==> src/rtl/uart_rx_framer.sv <==
// uart_rx_framer
//   Receives 8-bit asynchronous serial frames (start bit, 8 data bits LSB
//   first, optional even/odd parity bit, one stop bit). Each frame ends in
//   exactly one of three single-cycle pulses:
//   - new_data: the byte was good.
//   - parity_err: the parity bit did not match.
//   - frame_err: the stop bit was sampled low.
//
// Parameters
//   CLK_PER_BIT : clk cycles per serial bit (>= 4)
//   PARITY      : 0 = none, 1 = even, 2 = odd
//
// Ports
//   clk        in   system clock, rising edge
//   rst        in   synchronous active-high reset
//   rx         in   asynchronous serial line, idle high
//   data       out  [7:0] last correctly received byte, held between frames
//   new_data   out  one-cycle pulse, data valid
//   frame_err  out  one-cycle pulse, stop bit sampled low
//   parity_err out  one-cycle pulse, parity mismatch (always 0 if PARITY = 0)
//
// state     | meaning
// ----------+---------------------------------------------------------
// IDLE      | line idle, waiting for rxs to fall
// START     | timing to mid start bit to reject glitches
// DATA      | sampling 8 data bits at one-bit intervals, LSB first
// PAR       | sampling the parity bit and recording mismatch
// STOP      | sampling the stop bit and issuing the result pulse
// WAIT_HIGH | after a framing error, waiting for the line to return high

module uart_rx_framer #(
  parameter int CLK_PER_BIT = 50,
  parameter int PARITY      = 0
) (
  input  logic       clk,
  input  logic       rst,
  input  logic       rx,
  output logic [7:0] data,
  output logic       new_data,
  output logic       frame_err,
  output logic       parity_err
);

  localparam int CNT_W = (CLK_PER_BIT > 1) ? $clog2(CLK_PER_BIT) : 1;
  localparam logic [CNT_W-1:0] CNT_HALF = CNT_W'(CLK_PER_BIT / 2 - 1);
  localparam logic [CNT_W-1:0] CNT_FULL = CNT_W'(CLK_PER_BIT - 1);

  typedef enum logic [2:0] {
    IDLE      = 3'd0,
    START     = 3'd1,
    DATA      = 3'd2,
    PAR       = 3'd3,
    STOP      = 3'd4,
    WAIT_HIGH = 3'd5
  } state_t;

  // Two-flop synchronizer; both flops reset high so reset looks like idle line.
  logic rx_meta;
  logic rxs;

  always_ff @(posedge clk) begin
    if (rst) begin
      rx_meta <= 1'b1;
      rxs     <= 1'b1;
    end else begin
      rx_meta <= rx;
      rxs     <= rx_meta;
    end
  end

  state_t           state, state_nxt;
  logic [CNT_W-1:0] cnt, cnt_nxt;
  logic [2:0]       bit_idx, bit_idx_nxt;
  logic [7:0]       shift, shift_nxt;
  logic             par_bad, par_bad_nxt;
  logic [7:0]       data_r, data_nxt;
  logic             new_data_r, new_data_nxt;
  logic             frame_err_r, frame_err_nxt;
  logic             parity_err_r, parity_err_nxt;
  logic             par_exp;

  always_ff @(posedge clk) begin
    if (rst) begin
      state        <= IDLE;
      cnt          <= '0;
      bit_idx      <= 3'd0;
      shift        <= 8'h00;
      par_bad      <= 1'b0;
      data_r       <= 8'h00;
      new_data_r   <= 1'b0;
      frame_err_r  <= 1'b0;
      parity_err_r <= 1'b0;
    end else begin
      state        <= state_nxt;
      cnt          <= cnt_nxt;
      bit_idx      <= bit_idx_nxt;
      shift        <= shift_nxt;
      par_bad      <= par_bad_nxt;
      data_r       <= data_nxt;
      new_data_r   <= new_data_nxt;
      frame_err_r  <= frame_err_nxt;
      parity_err_r <= parity_err_nxt;
    end
  end

  always_comb begin
    state_nxt      = state;
    cnt_nxt        = cnt + CNT_W'(1);
    bit_idx_nxt    = bit_idx;
    shift_nxt      = shift;
    par_bad_nxt    = par_bad;
    data_nxt       = data_r;
    new_data_nxt   = 1'b0;
    frame_err_nxt  = 1'b0;
    parity_err_nxt = 1'b0;
    // Expected parity bit: even parity makes the total count of ones even.
    par_exp        = (PARITY == 2) ? ~(^shift) : (^shift);

    case (state)
      IDLE: begin
        cnt_nxt     = '0;
        bit_idx_nxt = 3'd0;
        par_bad_nxt = 1'b0;
        if (!rxs) begin
          state_nxt = START;
        end
      end

      START: begin
        if (cnt == CNT_HALF) begin
          cnt_nxt = '0;
          if (rxs) begin
            // Line went back high before mid start bit: a glitch, not a frame.
            state_nxt = IDLE;
          end else begin
            state_nxt   = DATA;
            bit_idx_nxt = 3'd0;
          end
        end
      end

      DATA: begin
        if (cnt == CNT_FULL) begin
          // Counter restarts for every bit, not only on state entry.
          cnt_nxt     = '0;
          shift_nxt   = {rxs, shift[7:1]};
          bit_idx_nxt = bit_idx + 3'd1;
          if (bit_idx == 3'd7) begin
            state_nxt = (PARITY != 0) ? PAR : STOP;
          end
        end
      end

      PAR: begin
        if (cnt == CNT_FULL) begin
          cnt_nxt     = '0;
          par_bad_nxt = (rxs != par_exp);
          state_nxt   = STOP;
        end
      end

      STOP: begin
        if (cnt == CNT_FULL) begin
          cnt_nxt = '0;
          if (rxs) begin
            // Leaving at mid stop bit lets IDLE catch a back-to-back start edge.
            if (par_bad) begin
              parity_err_nxt = 1'b1;
            end else begin
              new_data_nxt = 1'b1;
              data_nxt     = shift;
            end
            state_nxt = IDLE;
          end else begin
            frame_err_nxt = 1'b1;
            state_nxt     = WAIT_HIGH;
          end
        end
      end

      WAIT_HIGH: begin
        // A held-low line (break) stays here, so only one frame_err is raised.
        cnt_nxt = '0;
        if (rxs) begin
          state_nxt = IDLE;
        end
      end

      default: begin
        state_nxt = IDLE;
        cnt_nxt   = '0;
      end
    endcase
  end

  assign data       = data_r;
  assign new_data   = new_data_r;
  assign frame_err  = frame_err_r;
  assign parity_err = (PARITY == 0) ? 1'b0 : parity_err_r;

endmodule
==> config.mk <==
export PLATFORM = sky130hd
export DESIGN_NAME = uart_rx_framer
export DESIGN_NICKNAME = d
export VERILOG_FILES = /design/src/rtl/uart_rx_framer.sv
export SDC_FILE = /design/constraint.sdc
export NUM_CORES = 1
export LEC_CHECK = 0
export BUFFER_PORTS_ARGS = -buffer_cell sky130_fd_sc_hd__buf_2
export CAP_MARGIN = 20
export CORE_MARGIN = 5
export CORE_UTILIZATION = 50
export CTS_CLUSTER_DIAMETER = 150
export CTS_CLUSTER_SIZE = 20
export DETAILED_ROUTE_END_ITERATION = 8
export GPL_ROUTABILITY_DRIVEN = 0
export PLACE_DENSITY = 0.78
export SYNTH_ARGS = -nofsm -noshare
export SYNTH_HDL_FRONTEND = slang
export SYNTH_SLANG_ARGS = --single-unit
export TNS_END_PERCENT = 20
==> constraint.sdc <==
create_clock -name clk -period 2.3 [get_ports clk]
set_clock_uncertainty 0.2 [all_clocks]
set_input_delay 0.23 -clock clk [delete_from_list [all_inputs] [get_ports clk]]
set_output_delay 0.23 -clock clk [all_outputs]
set_load 0.02 [all_outputs]
After elaboration in Yosys (flattened, before gate mapping)
Index checks and enable logic that the tools add are counted. Widths: inputs -> output; s select.

$add $sub $neg: 2. Equality and inequality tests: 17. Mux-type cells: 21. Bitwise gates (word level): 4. Reductions and logical operators: 12.

Operators by type and width (number): $mux 3 (11); $pmux 3 s6 (1); $ne 2x2->1 const B (8); $mux 6 (2); $pmux 6 s2 (1); $eq 3x3->1 const B (3); $pmux 3 s3 (1); $reduce_and 4->1 (2); $reduce_xor 8->1 (1); $reduce_and 7->1 (1); $add 6x1->6 const B (1); $eq 3x2->1 const B (2); $eq 6x5->1 const B (1); $eq 6x6->1 const B (1); $reduce_or 3->1 (2); $not 1->1 (4); $reduce_and 2->1 (2); $reduce_or 4->1 (1); $add 3x1->3 const B (1); $eq 3x1->1 const B (1); $logic_not 3->1 (1); $mux 1 (3); $reduce_bool 3->1 (1); $mux 2 (1); 3 further kinds (3).

Register bits: 33. Bits of input ports: 3. Logic and storage cells: 66.

Depth between registers and ports, before layout
Depth after elaboration: 4. Depth in mapped cells: 7.

Worst setup path before layout
OpenSTA, ideal clock, no wires.

Path type: flip-flop to flip-flop. From: reg cnt[0]. To: reg data_r[0] (netlist: data[0]). Setup time: 0.128 ns. Arrival: 1.721 ns. Data required time: 1.972 ns. Slack: 0.252 ns. Stages on the path, launching flop included: 7. Path buffers: 1. Clock period less this slack: 2.048 ns. Path through: dfxtp_1 ha_1 buf_2 nand4b_1 nor4_4 mux2i_1 nor2_1.

Cells in the longest elaborated chain, start to end: 2.

RTL lines: from (decl) (RTL line 72) `logic [CNT_W-1:0] cnt, cnt_nxt;`; from (signal assigned) (RTL line 95) `cnt <= cnt_nxt;`; $eq 6x6->1 (RTL line 163) `if (cnt == CNT_FULL) begin`; $reduce_and 4->1 (no source line); to (signal assigned) (RTL line 99) `data_r <= data_nxt;`; to (decl) (RTL line 76) `logic [7:0] data_r, data_nxt;`.

No other way between the ends. A chain may end at the register's enable or synchronous reset.

Worst setup path after layout
From: reg cnt[0]. To: reg data_r[4] (netlist: data[4]).

The elaborated chain is that of the path after synthesis.

==> flow_metrics.tcl <==
set metrics [dict create \
    status "completed" \
    start_util_pct 51.5 \
    drc 0 \
    fin_crit_sh_pct 92.0 \
    synthSimpleGateAreaFrac_pct 22.7 \
    cts.sinks 33 \
    synth-edff-count 0 \
    p_leak_nw 0.709 \
    cts_setup_buffers 0 \
    vias_per_cell 5.93 \
    fin_crit_ns 2.12 \
    fill_cells 267 \
    worstSetupPathType "flop to flop" \
    cp.required_ns 2.30 \
    powerDensity_nw_per_um2 559 \
    die_w_um 65.6 \
    areaGrowthSynthToFinish_pct 8.74 \
    num_vias 1227 \
    dr.pass1.iters 4 \
    ys_types 39 \
    antenna_found_initial 0 \
    clkTransAtPathRegs_ns 0.09 \
    grt_use_total_pct 15.1 \
    max_cap_violations 0 \
    core_area_um2 3000 \
    cts.htree.levels 2 \
    port_buffers 12 \
    regToRegSetupSlack_ns 0.18 \
    drv_slew 0 \
    setup_ws_ns 0.184 \
    hold_class "primary input to flop" \
    yosysWarnings 0 \
    hpwl_um 2060 \
    synthArstFlopShare_pct 0 \
    rows 20 \
    grt_pass1_vias 1170 \
    tightest_slew_ns 0.553 \
    critPathArrivalTime_ns 2.12 \
    routed_wl_um 2900 \
    slew_headroom_pct 63.0 \
    finalHoldViolCount 0 \
    critPathCaptureType "flop" \
    final_layout_size_suffix_gt1_share_pct 14.9 \
    root_buffer "clkbuf_4" \
    synthesis.nets 169 \
    synthXorXnorAreaFrac_pct 7.13 \
    synth_top_family_by_area "simple AND/OR/NAND/NOR gates" \
    avgRoutedWirePerCell_um 14.0 \
    cp_max_fo 8 \
    synthMuxAreaShare_pct 10.4 \
    dp_slack_ns 0.225 \
    grt_pass1_wl_um 5040 \
    synth-adder-area-share_pct 4.05 \
    crit_path_start_kind "flop" \
    antenna_left 0 \
    ys.flop_type "dfxtp_1" \
    rsz0062_at_grt "no" \
    fp.dieH_um 65.6 \
    synth_compound_area_share_pct 8.10 \
    synth_area_per_cell_um2 9.60 \
    yosysSeqAreaShare_pct 42.8 \
    peakVddDrop_mv 0.313 \
    worst-r2r-cell-count 6 \
    overflow 0 \
    grt_start_max_net_pins 31 \
    die_area_um2 4300 \
    ctsLongestPathBuffers 2 \
    drt_iter0_drc 142 \
    cts_tree "done" \
    setup-tns-final_ns 0 \
    syn_area_um2 1550 \
    clock_latency_ns 0.33 \
    insertedDiodeCount 0 \
    final_util_pct 56.0 \
    worstHoldPathCells 2 \
    final_nets 182 \
    io_pins 14 \
    syn_inst 161 \
    fmax_mhz 473 \
    synth-seq-cells 33 \
    cts_buffers 5 \
    final-setup-viol-count 0 \
]
==> cells in the final DEF, fill, tap and decap left out, drive strengths merged, types with 4 or more instances in the layout <==
| cell | Yosys | layout |
|---|---|---|
| clkbuf | 6 | 7 |
| dfxtp | 33 | 33 |
| xor2 | 4 | 4 |
| buf | 4 | 15 |
| a21oi | 6 | 6 |
| inv | 5 | 5 |
| nor2 | 24 | 24 |
| nor3 | 5 | 5 |
| o21ai | 4 | 4 |
| nand3 | 5 | 5 |
| mux2i | 16 | 16 |
| xnor2 | 6 | 6 |
| nand4 | 4 | 4 |
| nand4b | 6 | 6 |
| ha | 5 | 5 |
==> state kept, by name (all words and copies together), names as in the netlist <==
register,count
bit_idx,3
cnt,6
data,8
frame_err,1
new_data,1
par_bad,1
rx_meta,1
rxs,1
shift,8
state,3
==> worst paths after layout <==
kind | from | to
max | cnt[0] | data[4]
min | rst | shift[6]
max reg2reg | cnt[0] | data[4]
min reg2reg | rx_meta | rxs
==> report_power, final <==
group          switching (W)  total (W)  internal [W]
registers         0.00000494   0.000579      0.000574
logic              0.0000237  0.0000379     0.0000143
clock network       0.000179   0.000323      0.000144
==> critical path, cell delays in order (launching register included) <==
cell and delay [ns]:
dfxtp_1 0.40, ha_1 0.31, nand4b_1 0.27, nor4_4 0.31
buf_4 0.22, mux2i_1 0.20, nor2_1 0.06
==> logic make-up (layout without fill, tap and decap cells) <==
| family | after synthesis | after routing |
|---|---|---|
| buf+inv | 15 | 28 |
| mux | 16 | 16 |
| other cells | 1 | 1 |
| xor+xnor | 11 | 11 |
| compound gates | 19 | 19 |
| flops | 33 | 33 |
| simple gates | 61 | 61 |
| fa+ha+maj | 5 | 5 |
==> through the flow <==
step	total power (W)	std cells	area [µm²]	hold slack, ns
global route	0.000988	207	1680	0.168
floorplan	0.000622	161	1550	0.134
CTS	0.000949	207	1680	0.137
global placement	0.000627	199	1620	0.193
detailed placement	0.000628	199	1620	0.199
finish	0.000940	207	1680	0.145
==> cell type report <==
| type | count | area [µm²] | area share [%] |
|---|---|---|---|
| clock buffer | 7 | 55.1 | 3.28 |
| inverter | 5 | 18.8 | 1.12 |
| multi-input combinational | 113 | 812 | 48.3 |
| sequential | 33 | 661 | 39.3 |
| tap | 33 | 41.3 | 2.46 |
| timing repair buffer | 16 | 92.6 | 5.51 |
==> what timing repair did <==
item | 4_1_cts | 5_1_grt
resized for setup | 0 | 0
hold buffers | 1 | 0
hold endpoints to repair | 1 | 0
endpoints found under the setup margin | 0 | 0
==> layer usage <==
metal | track usage (%) | vias up | wire length [µm]
met3 | 5.30 | 6 | 170
li1 | - | 588 | -
met4 | 7.77 | 0 | 55
met2 | 24.3 | 42 | 1470
met1 | 17.6 | 591 | 1210
met5 | 0 | - | 0
==> cell usage after synthesis, types with 3 or more instances <==
master | instances | area [µm²]
clkbuf_1 | 6 | 22.5
dfxtp_1 | 33 | 661
ha_1 | 5 | 62.6
nor3_1 | 5 | 25.0
nor2_1 | 24 | 90.1
inv_1 | 5 | 18.8
a21oi_1 | 6 | 30.0
nand2_1 | 3 | 11.3
nand4_1 | 4 | 25.0
o21ai_0 | 4 | 20.0
mux2i_1 | 16 | 160
nand4b_1 | 6 | 52.6
xor2_1 | 4 | 35.0
xnor2_1 | 6 | 52.6
nand3_1 | 5 | 25.0
(Power assumes the default switching activity.)
